==> src/rtl/tmds_pkg.sv <==
// Shared TMDS definitions: control tokens, symbol width and
// the receive alignment FSM states.
package tmds_pkg;

  localparam int SYM_W = 10;

  localparam logic [SYM_W-1:0] TOK_CD00 = 10'b1101010100;
  localparam logic [SYM_W-1:0] TOK_CD01 = 10'b0010101011;
  localparam logic [SYM_W-1:0] TOK_CD10 = 10'b0101010100;
  localparam logic [SYM_W-1:0] TOK_CD11 = 10'b1010101011;

  typedef enum logic {
    SEARCH,
    LOCKED
  } align_state_e;

  typedef struct packed {
    logic       is_token;
    logic [1:0] cd;
    logic [7:0] vd;
  } sym_dec_t;

endpackage

==> src/rtl/tmds_decoder_channel_if.sv <==
// Symbol input and decoded output bundle of one TMDS
// receive channel.
interface tmds_decoder_channel_if;
  import tmds_pkg::*;

  logic [SYM_W-1:0] tmds_in;
  logic [7:0]       vd;
  logic [1:0]       cd;
  logic             vde;
  logic             locked;
  logic [3:0]       bit_offset;
  logic             slip;

  modport master (
    output tmds_in,
    input  vd,
    input  cd,
    input  vde,
    input  locked,
    input  bit_offset,
    input  slip
  );

  modport slave (
    input  tmds_in,
    output vd,
    output cd,
    output vde,
    output locked,
    output bit_offset,
    output slip
  );

endinterface

==> src/rtl/tmds_symbol_decode.sv <==
// Combinational TMDS symbol decode: control-token match
// plus 8-bit video data recovery.
module tmds_symbol_decode
  import tmds_pkg::*;
(
  input  logic [SYM_W-1:0] sym,
  output sym_dec_t         dec
);

  logic [7:0] d;

  always_comb begin
    dec = '0;
    d   = sym[7:0] ^ {8{sym[9]}};
    dec.vd[0] = d[0];
    for (int i = 1; i < 8; i++) begin
      dec.vd[i] = sym[8] ? (d[i] ^ d[i-1])
                         : ~(d[i] ^ d[i-1]);
    end
    unique case (1'b1)
      (sym == TOK_CD00): begin
        dec.is_token = 1'b1;
        dec.cd       = 2'b00;
      end
      (sym == TOK_CD01): begin
        dec.is_token = 1'b1;
        dec.cd       = 2'b01;
      end
      (sym == TOK_CD10): begin
        dec.is_token = 1'b1;
        dec.cd       = 2'b10;
      end
      (sym == TOK_CD11): begin
        dec.is_token = 1'b1;
        dec.cd       = 2'b11;
      end
      default: ;
    endcase
  end

endmodule

==> src/rtl/tmds_decoder_channel.sv <==
// One TMDS receive channel: bit-slip word alignment on control
// tokens, then symbol decode into video data or control codes.
module tmds_decoder_channel
  import tmds_pkg::*;
#(
  parameter int lock_tokens    = 64,
  parameter int search_timeout = 2048,
  parameter int min_ctrl_run   = 8,
  parameter int max_gap        = 4096
) (
  input logic                  clk_pixel,
  input logic                  reset,
  tmds_decoder_channel_if.slave bus
);

  localparam int RUN_W = $clog2(lock_tokens + 1);
  localparam int TMO_W = $clog2(search_timeout + 1);
  localparam int GAP_W = $clog2(max_gap + 1);

  localparam logic [RUN_W-1:0] RUN_LOCK = RUN_W'(lock_tokens);
  localparam logic [RUN_W-1:0] RUN_CTRL = RUN_W'(min_ctrl_run);
  localparam logic [TMO_W-1:0] TMO_LAST = TMO_W'(search_timeout - 1);
  localparam logic [GAP_W-1:0] GAP_LAST = GAP_W'(max_gap - 1);

  align_state_e     state_q, state_d;
  logic [RUN_W-1:0] run_q, run_d, run_inc;
  logic [TMO_W-1:0] tmo_q, tmo_d, tmo_inc;
  logic [GAP_W-1:0] gap_q, gap_d, gap_inc;
  logic [1:0]       flush_q, flush_d;
  logic [3:0]       off_q, off_d;
  logic             slip_q, slip_d;

  logic [SYM_W-1:0]   prev_q, sym_q, sym_sel;
  logic [2*SYM_W-1:0] window;
  sym_dec_t           dec;
  logic               tok;

  logic [7:0] vd_q;
  logic [1:0] cd_q;
  logic       vde_q;
  logic       locked;

  assign window  = {bus.tmds_in, prev_q};
  assign sym_sel = SYM_W'(window >> off_q);
  assign locked  = (state_q == LOCKED);

  always_ff @(posedge clk_pixel or posedge reset) begin
    if (reset) begin
      prev_q <= '0;
      sym_q  <= '0;
    end else begin
      prev_q <= bus.tmds_in;
      sym_q  <= sym_sel;
    end
  end

  tmds_symbol_decode u_dec (
    .sym (sym_q),
    .dec (dec)
  );

  // Symbols straddling a slip are stale, so they never count as tokens.
  assign tok = dec.is_token && (flush_q == 2'd0);

  assign run_inc = (run_q == RUN_LOCK) ? run_q : run_q + 1'b1;
  assign tmo_inc = (tmo_q == TMO_LAST) ? tmo_q : tmo_q + 1'b1;
  assign gap_inc = (gap_q == GAP_LAST) ? gap_q : gap_q + 1'b1;

  always_comb begin
    state_d = state_q;
    run_d   = run_q;
    tmo_d   = tmo_q;
    gap_d   = gap_q;
    flush_d = flush_q;
    off_d   = off_q;
    slip_d  = 1'b0;
    unique case (state_q)
      SEARCH: begin
        if (flush_q != 2'd0) flush_d = flush_q - 2'd1;
        run_d = tok ? run_inc : '0;
        tmo_d = tmo_inc;
        if (tok && run_inc == RUN_LOCK) begin
          state_d = LOCKED;
          run_d   = '0;
          tmo_d   = '0;
          gap_d   = '0;
        end else if (tmo_q == TMO_LAST) begin
          slip_d  = 1'b1;
          off_d   = (off_q == 4'd9) ? 4'd0 : off_q + 4'd1;
          run_d   = '0;
          tmo_d   = '0;
          flush_d = 2'd2;
        end
      end
      LOCKED: begin
        run_d = tok ? run_inc : '0;
        gap_d = gap_inc;
        if (tok && run_q != RUN_CTRL && run_inc == RUN_CTRL) begin
          gap_d = '0;
        end else if (gap_q == GAP_LAST) begin
          state_d = SEARCH;
          run_d   = '0;
          tmo_d   = '0;
          gap_d   = '0;
        end
      end
    endcase
  end

  always_ff @(posedge clk_pixel or posedge reset) begin
    if (reset) begin
      state_q <= SEARCH;
      run_q   <= '0;
      tmo_q   <= '0;
      gap_q   <= '0;
      flush_q <= '0;
      off_q   <= '0;
      slip_q  <= 1'b0;
    end else begin
      state_q <= state_d;
      run_q   <= run_d;
      tmo_q   <= tmo_d;
      gap_q   <= gap_d;
      flush_q <= flush_d;
      off_q   <= off_d;
      slip_q  <= slip_d;
    end
  end

  always_ff @(posedge clk_pixel or posedge reset) begin
    if (reset) begin
      vd_q  <= '0;
      cd_q  <= '0;
      vde_q <= 1'b0;
    end else begin
      vde_q <= locked && !dec.is_token;
      vd_q  <= (locked && !dec.is_token) ? dec.vd : 8'h00;
      cd_q  <= (locked && dec.is_token) ? dec.cd : 2'b00;
    end
  end

  assign bus.vd         = vd_q;
  assign bus.cd         = cd_q;
  assign bus.vde        = vde_q;
  assign bus.locked     = locked;
  assign bus.bit_offset = off_q;
  assign bus.slip       = slip_q;

endmodule
==> src/flat_wrapper.sv <==
// flat-port wrapper written by rule: the top's interface ports become plain ports
module tmds_decoder_channel_flat import tmds_pkg::*;
#(
  parameter int lock_tokens    = 64,
  parameter int search_timeout = 2048,
  parameter int min_ctrl_run   = 8,
  parameter int max_gap        = 4096
)
  (clk_pixel, reset, bus_tmds_in, bus_vd, bus_cd, bus_vde, bus_locked, bus_bit_offset, bus_slip);
  tmds_decoder_channel_if bus_i ();
  input logic clk_pixel;
  input logic reset;
  input wire logic [$bits(bus_i.tmds_in)-1:0] bus_tmds_in;
  output wire logic [$bits(bus_i.vd)-1:0] bus_vd;
  output wire logic [$bits(bus_i.cd)-1:0] bus_cd;
  output wire logic [$bits(bus_i.vde)-1:0] bus_vde;
  output wire logic [$bits(bus_i.locked)-1:0] bus_locked;
  output wire logic [$bits(bus_i.bit_offset)-1:0] bus_bit_offset;
  output wire logic [$bits(bus_i.slip)-1:0] bus_slip;
  assign bus_i.tmds_in = bus_tmds_in;
  assign bus_vd = bus_i.vd;
  assign bus_cd = bus_i.cd;
  assign bus_vde = bus_i.vde;
  assign bus_locked = bus_i.locked;
  assign bus_bit_offset = bus_i.bit_offset;
  assign bus_slip = bus_i.slip;
  tmds_decoder_channel #(.lock_tokens(lock_tokens), .search_timeout(search_timeout), .min_ctrl_run(min_ctrl_run), .max_gap(max_gap)) u_core (.clk_pixel(clk_pixel), .reset(reset), .bus(bus_i));
endmodule
==> config.mk <==
export PLATFORM = sky130hd
export DESIGN_NAME = tmds_decoder_channel_flat
export DESIGN_NICKNAME = d
export VERILOG_FILES = /design/src/rtl/tmds_pkg.sv /design/src/rtl/tmds_decoder_channel_if.sv /design/src/rtl/tmds_symbol_decode.sv /design/src/rtl/tmds_decoder_channel.sv /design/src/flat_wrapper.sv
export SDC_FILE = /design/constraint.sdc
export NUM_CORES = 1
export LEC_CHECK = 0
export CAP_MARGIN = 20
export CORE_MARGIN = 4
export CORE_UTILIZATION = 30
export DETAILED_ROUTE_END_ITERATION = 8
export GPL_ROUTABILITY_DRIVEN = 1
export PLACE_DENSITY = 0.52
export SYNTH_ARGS = -nofsm -noshare
export SYNTH_HDL_FRONTEND = slang
export SYNTH_HIERARCHICAL = 1
export SYNTH_SLANG_ARGS = --single-unit
export TNS_END_PERCENT = 50
==> constraint.sdc <==
create_clock -name clk_pixel -period 6.85 [get_ports clk_pixel]
set_input_delay 0.685 -clock clk_pixel [delete_from_list [all_inputs] [get_ports clk_pixel]]
set_output_delay 0.685 -clock clk_pixel [all_outputs]
set_load 0.05 [all_outputs]
==> results of run 1 <==
[cell usage after synthesis, drive strengths merged, types with 4 or more instances]
cell type	number	area (um^2)
nor3	5	25.0
o21ai	17	85.1
and3	8	50.1
nor2b	6	37.5
buf	10	67.6
mux2i	16	160
nand4	7	43.8
mux4	10	225
a41oi	4	53.8
dfrtp	71	1780
a21o	6	45.0
xnor2	14	123
ha	4	50.1
a31oi	6	37.5
a211oi	4	30.0
nor2	28	105
a22o	7	61.3
clkbuf	7	26.3
inv	13	48.8
nand2	33	126
nand3	23	115
xor2	9	78.8
mux2	7	78.8
a21oi	22	110
and2	12	75.1
[placed cells by master, fill, tap and decap left out, types with 3 or more instances in the layout]
cell and count:
dfrtp_1 71, nand2_1 32, clkdlybuf4s50_1 28, nor2_1 28, nand3_1 23, a21oi_1 22, o21ai_0 17, mux2i_1 16
xnor2_1 14, and2_1 12, inv_1 12, mux4_2 10, clkbuf_16 9, xor2_1 9, and3_1 8, nand4_1 7
a22o_1 7, mux2_2 7, a21o_1 6, nor2b_1 6, a31oi_1 6, nor3_1 5, bufinv_16 4, a211oi_1 4
ha_1 4, buf_4 3, and4_1 3, o22ai_1 3, nand3b_1 3, a41oi_1 3
[metrics by stage]
stage / std cells / setup slack (ns) / hold WS, ns / instance area [um^2]
final: 586 / 3.22 / 0.496 / 4730
after global routing: 586 / 2.81 / 0.514 / 4730
after CTS: 586 / 3.19 / 0.498 / 4730
after detailed placement: 571 / 3.20 / 0.491 / 4370
after global placement: 571 / 3.31 / 0.481 / 4370
after floorplan: 385 / 4.06 / 0.464 / 3950
[power by group]
group | total, mW | leakage [nW] | internal, mW | switching [mW]
clock network | 0.565 | 0.175 | 0.390 | 0.175
logic | 0.0439 | 0.836 | 0.0216 | 0.0223
registers | 0.432 | 0.931 | 0.426 | 0.00642
[routing by layer]
metal	vias up	GRT usage
li1	1440	-
met1	1421	0.164
met2	43	0.179
met3	6	0.0258
met4	0	0.0462
met5	-	0
[flip-flops by register name, indices dropped and copies added, names as in the netlist]
register	cells
u_core/prev_q	10
u_core/sym_q	10
u_core/bus.bit_offset	4
u_core/flush_q	2
u_core/bus.slip	1
u_core/run_q	7
u_core/tmo_q	12
u_core/bus.vd	8
u_core/gap_q	13
u_core/bus.cd	2
u_core/bus.locked	1
u_core/bus.vde	1
[layout make-up]
type | instances | area share
repair buffers | 31 | 0.0640
clock buffers | 9 | 0.0476
clock inverters | 6 | 0.0283
flip-flops and latches | 71 | 0.375
inverters | 14 | 0.0111
well taps | 172 | 0.0455
multi-input cells | 283 | 0.428
[worst paths after layout]
path / slack (ns) / cells past startpoint / to
worst max-delay path: 3.22 / 9 / u_core/run_q[6]$_DFF_PP0_
worst min register to register: 0.50 / 1 / u_core/gap_q[11]$_DFFE_PP0P_
max in group asynchronous: 5.33 / 3 / u_core/sym_q[2]$_DFF_PP0_
worst max register to register: 3.22 / 9 / u_core/run_q[6]$_DFF_PP0_
worst min-delay path: 0.50 / 1 / u_core/gap_q[11]$_DFFE_PP0P_
min in group asynchronous: 0.93 / 3 / u_core/bus.slip$_DFF_PP0_
[kinds of logic after synthesis]
logic type	Yosys count	share of synthesized area
muxes	33	0.118
xor gates and xnor gates	23	0.0510
and+or+nand+nor	144	0.193
DFF	71	0.450
adders and majority gates	4	0.0127
AOI/OAI and AO/OA	79	0.139
buffers and inverters	31	0.0371
==> summary by stage, run 1 <==
Critical path
The worst-path cell with the longest stage delay is a21oi_1. The kind of launch point of the worst setup path is a flip-flop. The worst reg2reg path startpoint is u_core/sym_q[8]$_DFF_PP0_. The critical path goes through nor4b_1 > nand3b_1 > o22ai_1 > or3b_2 > nor4_1 > or2_2 > a41oi_4 > a21oi_1 > nor2_1.

On the critical path the largest part of the delay comes from simple AND/OR/NAND/NOR gates. Together, buffers and inverters on the worst path number 0. The largest driver fanout on the critical path is 35. The most critical setup path has its startpoint at u_core/sym_q[8]$_DFF_PP0_.

Data on the critical path is required at its endpoint by 7.04 ns. Data arrives at the worst endpoint at roughly 3.8 ns. For this run, the slowest stage of the critical path takes 0.61 ns. The capturing element type of the critical path is a flip-flop.

The worst setup path is of the reg2reg kind.

Routing
The number of vias per cell after detailed routing is 4.97. The first routing iteration left between 200 and 250 violations. The routed length on met1 is 4130 um. The final route contains 2910 vias.

Signal routing reaches up to met4. Dividing the detail-routed wire length by the instance count gives 13.9 um. The met2 wire length is 3670 um. The routed design uses 260 um of met3 wire. The detailed-router iteration count before antenna repair is 4. The total wirelength of the detailed-routed design is 8150 um. For this run, design rule violations remaining after detail routing come to 0. The number of antenna-violating nets in the routed design is 0.

Global routing
Across every metal layer, demand over resource in global routing totals 0.118. The final global-route overflow total is 0. The number of global-route vias before repair came to 2899. Entering global routing, the biggest net connects 72 pins. The wire length of the first global-routing pass is between 10000 and 15000 um. The initial antenna violation count is 0.

STA
The maximum operating frequency is 0.276 GHz. The period utilization is 0.530. Setup repair after global routing left no endpoint under its margin.

The clock period could shrink to 3.63 ns. The hold violation count in the final report is 0. The total of endpoints with negative setup slack in the final report is 0. The final count of pins violating max slew was 0. For the pin with the worst max-slew slack, the measured transition is 0.996 ns. On the final layout, the worst clock skew is 0.00778 ns.

The worst pin sits at a relative slew slack of 0.334. The sum of negative setup slack is 0 ns.

Synth
Synthesis produced a netlist whose cell count is 385. Averaged over all synthesized cells, the footprint is 10.3 um^2. The synthesis-stage register bit count is 71. Counting every net in the synthesized netlist gives 401. The Yosys step of the flow raised 6 warnings. The synthesized design contains 0 enable-type register cells. In the synthesized netlist the async set-or-reset flop fraction comes to 1.00.

Among all flip-flop cells after synthesis, the most frequent one is dfrtp_1. The sequential cell area fraction in the yosys report is 0.450. The post-synthesis instance area is 0.00395 mm^2. The number of different library cells used by synthesis comes to 54.

Placement
Once detailed placement completed, the half-perimeter wirelength came to 5760 um. At the end of routability-driven placement, the weighted congestion stood at just over 0.8. The total of buffers placed on input and output ports is 28.

Clock network
The clock insertion delay at the later pin of the skew report is between 0.3 and 0.4 ns. The clock tree from TritonCTS is built. The count of clock tree sinks is 71. The post-CTS setup repair buffer count is 0. The root buffer selected by CTS is clkbuf_16. Clock tree synthesis inserted a total of 9 buffers. After clock tree synthesis, the clock-pin slew on the worst setup and hold paths is around 0.06 ns. Counting along the longest clock path gives a buffer depth of 2. The maximum level of the CTS H-tree is 3. The post-cts sizing count is 0. The hold-fix buffer count after cts is 0.

Layout
The sequential standard cell area is 0.00178 mm^2. The fraction of final layout cells sized beyond drive strength 1 is 0.109. After filler insertion, the fill cell instance count of the layout stands at 1229.

Compared with the post-synthesis result, the final layout area differs by 19.8%. The number of diodes is 0. Summing all multi-input logic gate instances after layout gives 0.00203 mm^2. Measured on the finished design, the core utilization comes to 0.370. The final layout net count is 426.

Hold path
The type of the worst min-delay path is reg2reg. In this run the most critical hold path is launched from u_core/gap_q[11]$_DFFE_PP0P_.

Power
The design draws roughly 1.0 mW. The largest vdd supply drop is 0.0832 mV. For this design the ratio of total power to cell area is roughly 220 mW/mm^2. The leakage power of the design is 1.94 nW.

Die
The area of the placeable core is 0.0128 mm^2. The floorplan die area is 0.0151 mm^2. For this configuration, the core starts out at a cell density of 0.309. The site row count is 41. Measured along the y axis, the die boundary spans approximately 120 um.

For this design the top-level I/O count stands at 29. The floorplan step set the die width to ~120 um.

Job
The number of max-cap violations is 0.

Outcome
The run finished with clean final reports.
Note: power is estimated with default switching activity, not from simulation.
==> inputs of run 2 (changes only) <==
clock period = 3.8 ns   (was 6.85 ns; I/O delays follow)
==> run 2 against run 1 <==
  * Routed wire length up 0.71%
  * Largest cell class unchanged
  * Largest power group unchanged
  * Sequential share of layout area up 0.37 points
  * Clock power up 45%
  * Final area down 0.98%
  * Non-clock buffer count up 3
  * Critical endpoint is now u_core/run_q[3]$_DFF_PP0_
==> summary by stage, run 2 (same netlist as run 1, synthesis figures left out) <==
Outcome
The flow ran to the end, and the final reports show no timing, DRC or antenna violations.

Power
The leakage power of the design is 1.92 nW. In this run the power density over the cells is 358 mW/mm^2. VDD sags by at most 0.147 mV. Summing internal, switching and leakage power gives roughly 1.7 mW.

STA
The worst clock skew is 0.00684 ns. Setup repair after global routing left no endpoint under its margin. The hold violation count in the final report came to 0. The slew at the pin closest to its max-slew limit is 0.919 ns.

Dividing the final minimum period by the clock period gives 0.886. The final count of pins violating max slew was 0. Derived from the worst setup path, the maximum achievable clock frequency is 0.297 GHz. Setup violations remaining at the end of the flow were counted as 0. Setup slack on the critical path of the routed design comes to 0.432 ns. The worst relative slew slack is 0.387. The clock period could shrink to 3.37 ns.

After routing, the total negative slack on setup checks comes to 0 ns.

Layout
The register with the most flip-flops in the layout has 13 of them. Of the cells placed in the final design, the portion with a size suffix greater than 1 is 0.115. In the final layout, the multi-input gates occupy 0.00203 mm^2. The largest registers in the layout are u_core/gap_q: 13 flops, u_core/tmo_q: 12 flops. The most common library cell in the layout ignoring fill and taps is dfrtp_1. For this run, the post-layout net count is 429.

The number of diodes is 0. The area overhead of the layout relative to synthesis is 18.7%. The sequential standard cell area is 0.00178 mm^2. The top cell types in the final layout, fill and taps aside, are dfrtp_1 (71), nand2_1 (32), clkdlybuf4s50_1 (28), nor2_1 (28), nand3_1 (23). The non-filler instance count after layout is 590. The register ranked first by flip-flop count is u_core/gap_q. Fill cells in the final layout number 1243.

Global routing
For this run the aggregate overflow at the end of global routing stands at 0. The number of global-route vias before repair is 2912. The first global-routing pass estimated between 10000 and 15000 um of wire.

The total routing usage reported by global routing is 0.119. Entering global routing, the biggest net connects 32 pins. The initial antenna violation count is 0.

Die
The floorplan die area is 0.0151 mm^2. The area of the placeable core is roughly 0.013 mm^2. The effective utilization at floorplan is 0.309. The top-level port count is 29. From left edge to right edge, the die measures 123 um. The die height is 123 um. After floorplanning, the core was divided into 41 placement rows.

Placement
The total of buffers placed on input and output ports is 28. Before CTS, the worst setup slack after placement is 0.455 ns. Once detailed placement completed, the half-perimeter wirelength came to 5870 um. The final weighted congestion of routability-driven global placement is 0.841. The total placed cells including tap cells is 574.

Clock network
The number of setup buffers added after CTS is 0. The clock tree synthesis step divided the H-tree into 3 levels. The root buffer selected by CTS is clkbuf_16.

The buffer levels on the longest clock path is 2. Clock tree synthesis found a total of 71 sinks. The clock slew at the register clock pins of the worst setup and hold paths is 0.06 ns. Hold repair after CTS inserted 0 buffers. The later pin in the worst-skew pair is clocked with a latency of 0.33 ns. TritonCTS built the clock tree.

The total clock buffers created by CTS is 9. The post-cts sizing count is 0.

Routing
For this block, the initial DRC count from the detailed router was 259. The via count of the routed design is 2949. The detail route stage leaves a number of antenna-violating nets equal to 0. The detailed-router iteration count before antenna repair is 6.

In the final routed layout, each cell accounts on average for between 10 and 15 um. The routed design has just over 8000 um of wire. The number of vias per cell after detailed routing is about 5. For this run, design rule violations remaining after detail routing come to 0.

Critical path
The capturing element type of the critical path is a flip-flop. STA classifies the critical path startpoint as a flip-flop. The data required time at the worst endpoint is between 3 and 4 ns.

The setup path with the least slack is of type reg2reg. The critical path arrival is about 3.6 ns. The largest driver fanout on the critical path is 15.

Job
Across the run, the number of max-cap violations was 0.

Hold path
The worst hold path belongs to the class in2async.
run 2: cell count changes in the layout (fill, tap and decap cells not counted), sizes merged:
cell	before	now
buf	3	6
clkinvlp	0	1
bufinv	4	1
clkbuf	9	10
clkinv	3	5
run 2: final cells by class:
class / instances / share of cell area
sequential: 71 / 0.379
timing repair buffer: 34 / 0.0694
tap: 172 / 0.0459
clock buffer: 10 / 0.0489
inverter: 14 / 0.0112
multi-input combinational: 283 / 0.432
clock inverter: 6 / 0.0131
run 2: worst paths after layout:
kind / from / to / slack [ns] / cells past startpoint
hold reg to reg: u_core/gap_q[6]$_DFFE_PP0P_ / u_core/gap_q[6]$_DFFE_PP0P_ / 0.49 / 1
max in group asynchronous: reset / u_core/tmo_q[10]$_DFFE_PP0P_ / 2.57 / 3
setup reg to reg: u_core/sym_q[8]$_DFF_PP0_ / u_core/run_q[3]$_DFF_PP0_ / 0.43 / 9
min in group clk_pixel: u_core/gap_q[6]$_DFFE_PP0P_ / u_core/gap_q[6]$_DFFE_PP0P_ / 0.49 / 1
setup / recovery: u_core/sym_q[8]$_DFF_PP0_ / u_core/run_q[3]$_DFF_PP0_ / 0.43 / 9
hold / removal: reset / u_core/gap_q[2]$_DFFE_PP0P_ / 0.46 / 2
run 2: metrics by stage:
step	hold slack, ns	area (um^2)	utilization
final	0.464	4690	0.367
after global routing	0.516	4690	0.367
after CTS	0.489	4690	0.367
after detailed placement	0.483	4400	0.344
after global placement	0.475	4400	0.344
after floorplan	0.411	3950	-
run 2: per-layer routing:
| metal | global-route usage | up-vias | share of wire |
|---|---|---|---|
| li1 | - | 1447 | - |
| met1 | 0.163 | 1445 | 0.50 |
| met2 | 0.185 | 47 | 0.45 |
| met3 | 0.0267 | 10 | 0.033 |
| met4 | 0.0441 | 0 | 0.016 |
| met5 | 0 | - | 0 |
run 2: where the power goes:
group | total (mW) | switching (mW) | internal [mW]
Combinational | 0.0798 | 0.0402 | 0.0396
Sequential | 0.780 | 0.0123 | 0.767
Clock | 0.818 | 0.312 | 0.505
Total | 1.68 | 0.365 | 1.31
run 2: critical path: stages, from the launching register on:
cell and delay (ns):
dfrtp_1 0.47, nor4b_1 0.33, nand3b_1 0.15, o22ai_1 0.30, or3b_2 0.54, nor4_1 0.30
or2_2 0.23, a41oi_4 0.26, a21oi_1 0.54, nor2_1 0.10
==> inputs of run 3 (changes only) <==
CORE_UTILIZATION = 45   (was 30)
PLACE_DENSITY = 0.7   (was 0.52)
==> run 3 against run 2 <==
  * First-iteration DRC count is 20% lower
  * Worst setup slack worse by 0.079 ns
  * Total power fell by 9.1%
  * Clock skew up 0.0040 ns
  * Register-to-register slack lost 0.08 ns
  * Via count increased by 0.34%
  * Count of clock-buffer cells in the layout stayed put
  * Flip-flop and latch count unchanged
  * Critical path depth unchanged
  * Clock power down 18%
  * Largest power group is now sequential cells
==> summary by stage, run 3 (same netlist as run 1, synthesis figures left out) <==
Routing
The total wirelength of the detailed-routed design is a little under 8000 um. In the final routed layout, each cell accounts on average for 14.9 um. In this run, the number of DRC markers left after iteration 0 of detailed routing was 206. Detailed routing placed a total of around 3400 um of wire on met2. The detailed router put a total of about 3800 um of wire on met1. After detailed routing, the number of vias per cell comes to 5.67. The detailed-router iteration count before antenna repair is 4. The number of remaining DRC errors is 0. The wire length on met3 is around 360 um. The number of antenna-violating nets in the routed design is 0. Signal routing reaches up to met4.

For this block, the via count after detailed routing is slightly below 3000.

Critical path
The logic depth of the worst register-to-register path is 9. Data arrives at the worst endpoint at 3.65 ns. The register-to-register setup slack is 0.35 ns. For this run, the slowest stage of the critical path takes 0.55 ns. The largest driver fanout on the critical path is 22. The critical path goes through nor4b_1 > nand3b_1 > o22ai_1 > or3b_2 > nor4_1 > or2_2 > a41oi_4 > a21oi_1 > nor3_1. The data required time at the worst endpoint is 4.00 ns. The critical path is of the reg2reg type. The startpoint identified for the worst register-to-register timing path is u_core/sym_q[8]$_DFF_PP0_. The worst setup path is launched from a flip-flop. The worst setup path is captured at a flip-flop. The endpoint of the worst register-to-register path is u_core/run_q[4]$_DFF_PP0_. The worst-path cell with the longest stage delay is a21oi_1.

Power
The largest vdd supply drop is 0.223 mV. Of the total power, registers draw 0.510. Of the total power, combinational logic draws 0.052. The post-layout total power is 1.53 mW. The net switching fraction of the power is 0.227.

The leakage power of the design is 1.89 nW. In this run the power spent charging and discharging nets is 0.346 mW. The share of total power dissipated in the clock network is 0.438. The internal power contribution is between 1 and 1.5 mW. In this run the power density over the cells is 335 mW/mm^2.

Layout
The number of flip-flops in the largest register is 13. After filler insertion, the fill cell instance count of the layout stands at 731. The fraction of the core area covered by cells at the end of the flow is 0.542. The largest registers in the layout are u_core/gap_q: 13 flops, u_core/tmo_q: 12 flops.

The area overhead of the layout relative to synthesis is 15.1%. In the layout the commonest cells are dfrtp_1 (71), nand2_1 (32), clkdlybuf4s50_1 (28), nor2_1 (28), nand3_1 (23). The register ranked first by flip-flop count is u_core/gap_q.

The summed area of non-filler cells in the final layout is 0.00455 mm^2. The final layout net count is 428. The non-filler instance count after layout is 522. The library cell used most frequently in the layout, excluding fill and tap cells, is dfrtp_1. The number of antenna diodes in the final layout is 0. The fraction of final layout cells sized beyond drive strength 1 is 0.113.

Placement
Once placement finished, the instance area stood at ~0.0043 mm^2. The total of buffers placed on input and output ports is 28. The pre-CTS setup slack is 0.398 ns.

Summed over all nets, the half-perimeter wirelength after detailed placement is 5500 um. Counting tap cells, the placed design contains a total of 505 instances. The final weighted congestion of routability-driven global placement is 0.868.

Clock network
After clock tree synthesis, the clock-pin slew on the worst setup and hold paths is 0.08 ns. The clock tree from TritonCTS is built. The buffer levels on the longest clock path is 2.

Hold repair after CTS inserted 0 buffers. The post-CTS setup repair buffer count is 0. The cell sitting at the root of the clock tree is a clkbuf_8. The post-cts sizing count is 0. The count of clock tree sinks is 71. Counting the buffers created by CTS gives 9. The clock insertion delay at the later pin of the skew report is 0.34 ns. The H-tree was split into 3 levels.

STA
The final count of pins violating max slew was 0. Between clock sinks in the finished design, the worst skew comes to 0.0108 ns. Derived from the worst setup path, the maximum achievable clock frequency is 0.290 GHz. The worst path in the final design needs a cycle of 3.45 ns, including I/O delays and setup.

The worst setup margin is 0.353 ns. Setup violations remaining at the end of the flow were counted as 0. Setup repair after global routing left no endpoint under its margin. For the final routed database, the setup TNS stands at 0 ns. The hold violation count in the final report is 0. In the finished design, the share of the clock period the worst path needs comes to 0.907. Across all hold checks on the routed design, the worst slack comes to 0.438 ns. The worst relative slew slack is 0.387. For the pin with the worst max-slew slack, the measured transition is 0.920 ns.

Global routing
The final global-route overflow total is 0. Entering global routing, the biggest net connects 41 pins. The wire length of the first global-routing pass is roughly 14000 um. The number of global-route vias before repair came to 2799. Across every metal layer, demand over resource in global routing totals 0.165. The initial antenna violation count is 0.

Hold path
The type of the worst min-delay path is in2async.

Die
The top-level port count is 29. The effective utilization at floorplan is 0.471. The die is 102 um tall. The die width is roughly 100 um.

The area of the placeable core is 0.00838 mm^2. The site row count is 33. The floorplan die area is 0.0103 mm^2.

Outcome
The flow ran to the end, and the final reports show no timing, DRC or antenna violations.

Job
The number of max-cap violations is 0.
run 3: cell count changes in the layout (fill, tap and decap cells not counted), moves of 2 or more:
| cell | change |
|---|---|
| clkbuf_16 | -9 |
| buf_4 | -2 |
| clkinv_2 | -3 |
| clkbuf_8 | +9 |
run 3: final cells by class:
| class | instances | area (um^2) | area share |
|---|---|---|---|
| well taps | 105 | 131 | 0.0289 |
| repair buffers | 33 | 338 | 0.0743 |
| clock inverters | 6 | 93.8 | 0.0206 |
| clock buffers | 10 | 128 | 0.0281 |
| flip-flops and latches | 71 | 1780 | 0.391 |
| inverters | 14 | 52.6 | 0.0116 |
| multi-input cells | 283 | 2030 | 0.446 |
run 3: critical path, delay by kind of cell (launching register included):
kind / cells / cell delay [ns]
AND/OR/NAND/NOR: 6 / 1.66
AO/OA/AOI/OAI: 3 / 1.17
flip-flops: 1 / 0.48
run 3: power groups by stage:
| stage | sequential (mW) | clock (mW) | combinational, mW |
|---|---|---|---|
| CTS | 0.778 | 0.691 | 0.0800 |
| global route | 0.780 | 0.721 | 0.0886 |
| finish | 0.778 | 0.668 | 0.0791 |
| global placement | 0.792 | 0 | 0.0785 |
| floorplan | 0.788 | 0 | 0.0543 |
| detailed placement | 0.793 | 0 | 0.0797 |
run 3: per-layer routing:
| metal | vias up | global-route usage |
|---|---|---|
| met4 | 0 | 0.0777 |
| met1 | 1424 | 0.238 |
| met2 | 71 | 0.238 |
| li1 | 1448 | - |
| met5 | - | 0 |
| met3 | 16 | 0.0324 |
run 3: worst max-delay path by stage:
stage                              startpoint                      endpoint  slack (ns)  depth (start not counted)
floorplan           u_core/sym_q[0]$_DFF_PP0_  u_core/gap_q[10]$_DFFE_PP0P_        1.01                         10
global placement    u_core/sym_q[8]$_DFF_PP0_     u_core/run_q[2]$_DFF_PP0_        0.54                          9
finish              u_core/sym_q[8]$_DFF_PP0_     u_core/run_q[4]$_DFF_PP0_        0.35                          9
CTS                 u_core/sym_q[8]$_DFF_PP0_     u_core/run_q[1]$_DFF_PP0_        0.37                          9
detailed placement  u_core/sym_q[8]$_DFF_PP0_     u_core/run_q[3]$_DFF_PP0_        0.40                          9
global route        u_core/sym_q[8]$_DFF_PP0_     u_core/run_q[3]$_DFF_PP0_        0.03                          9
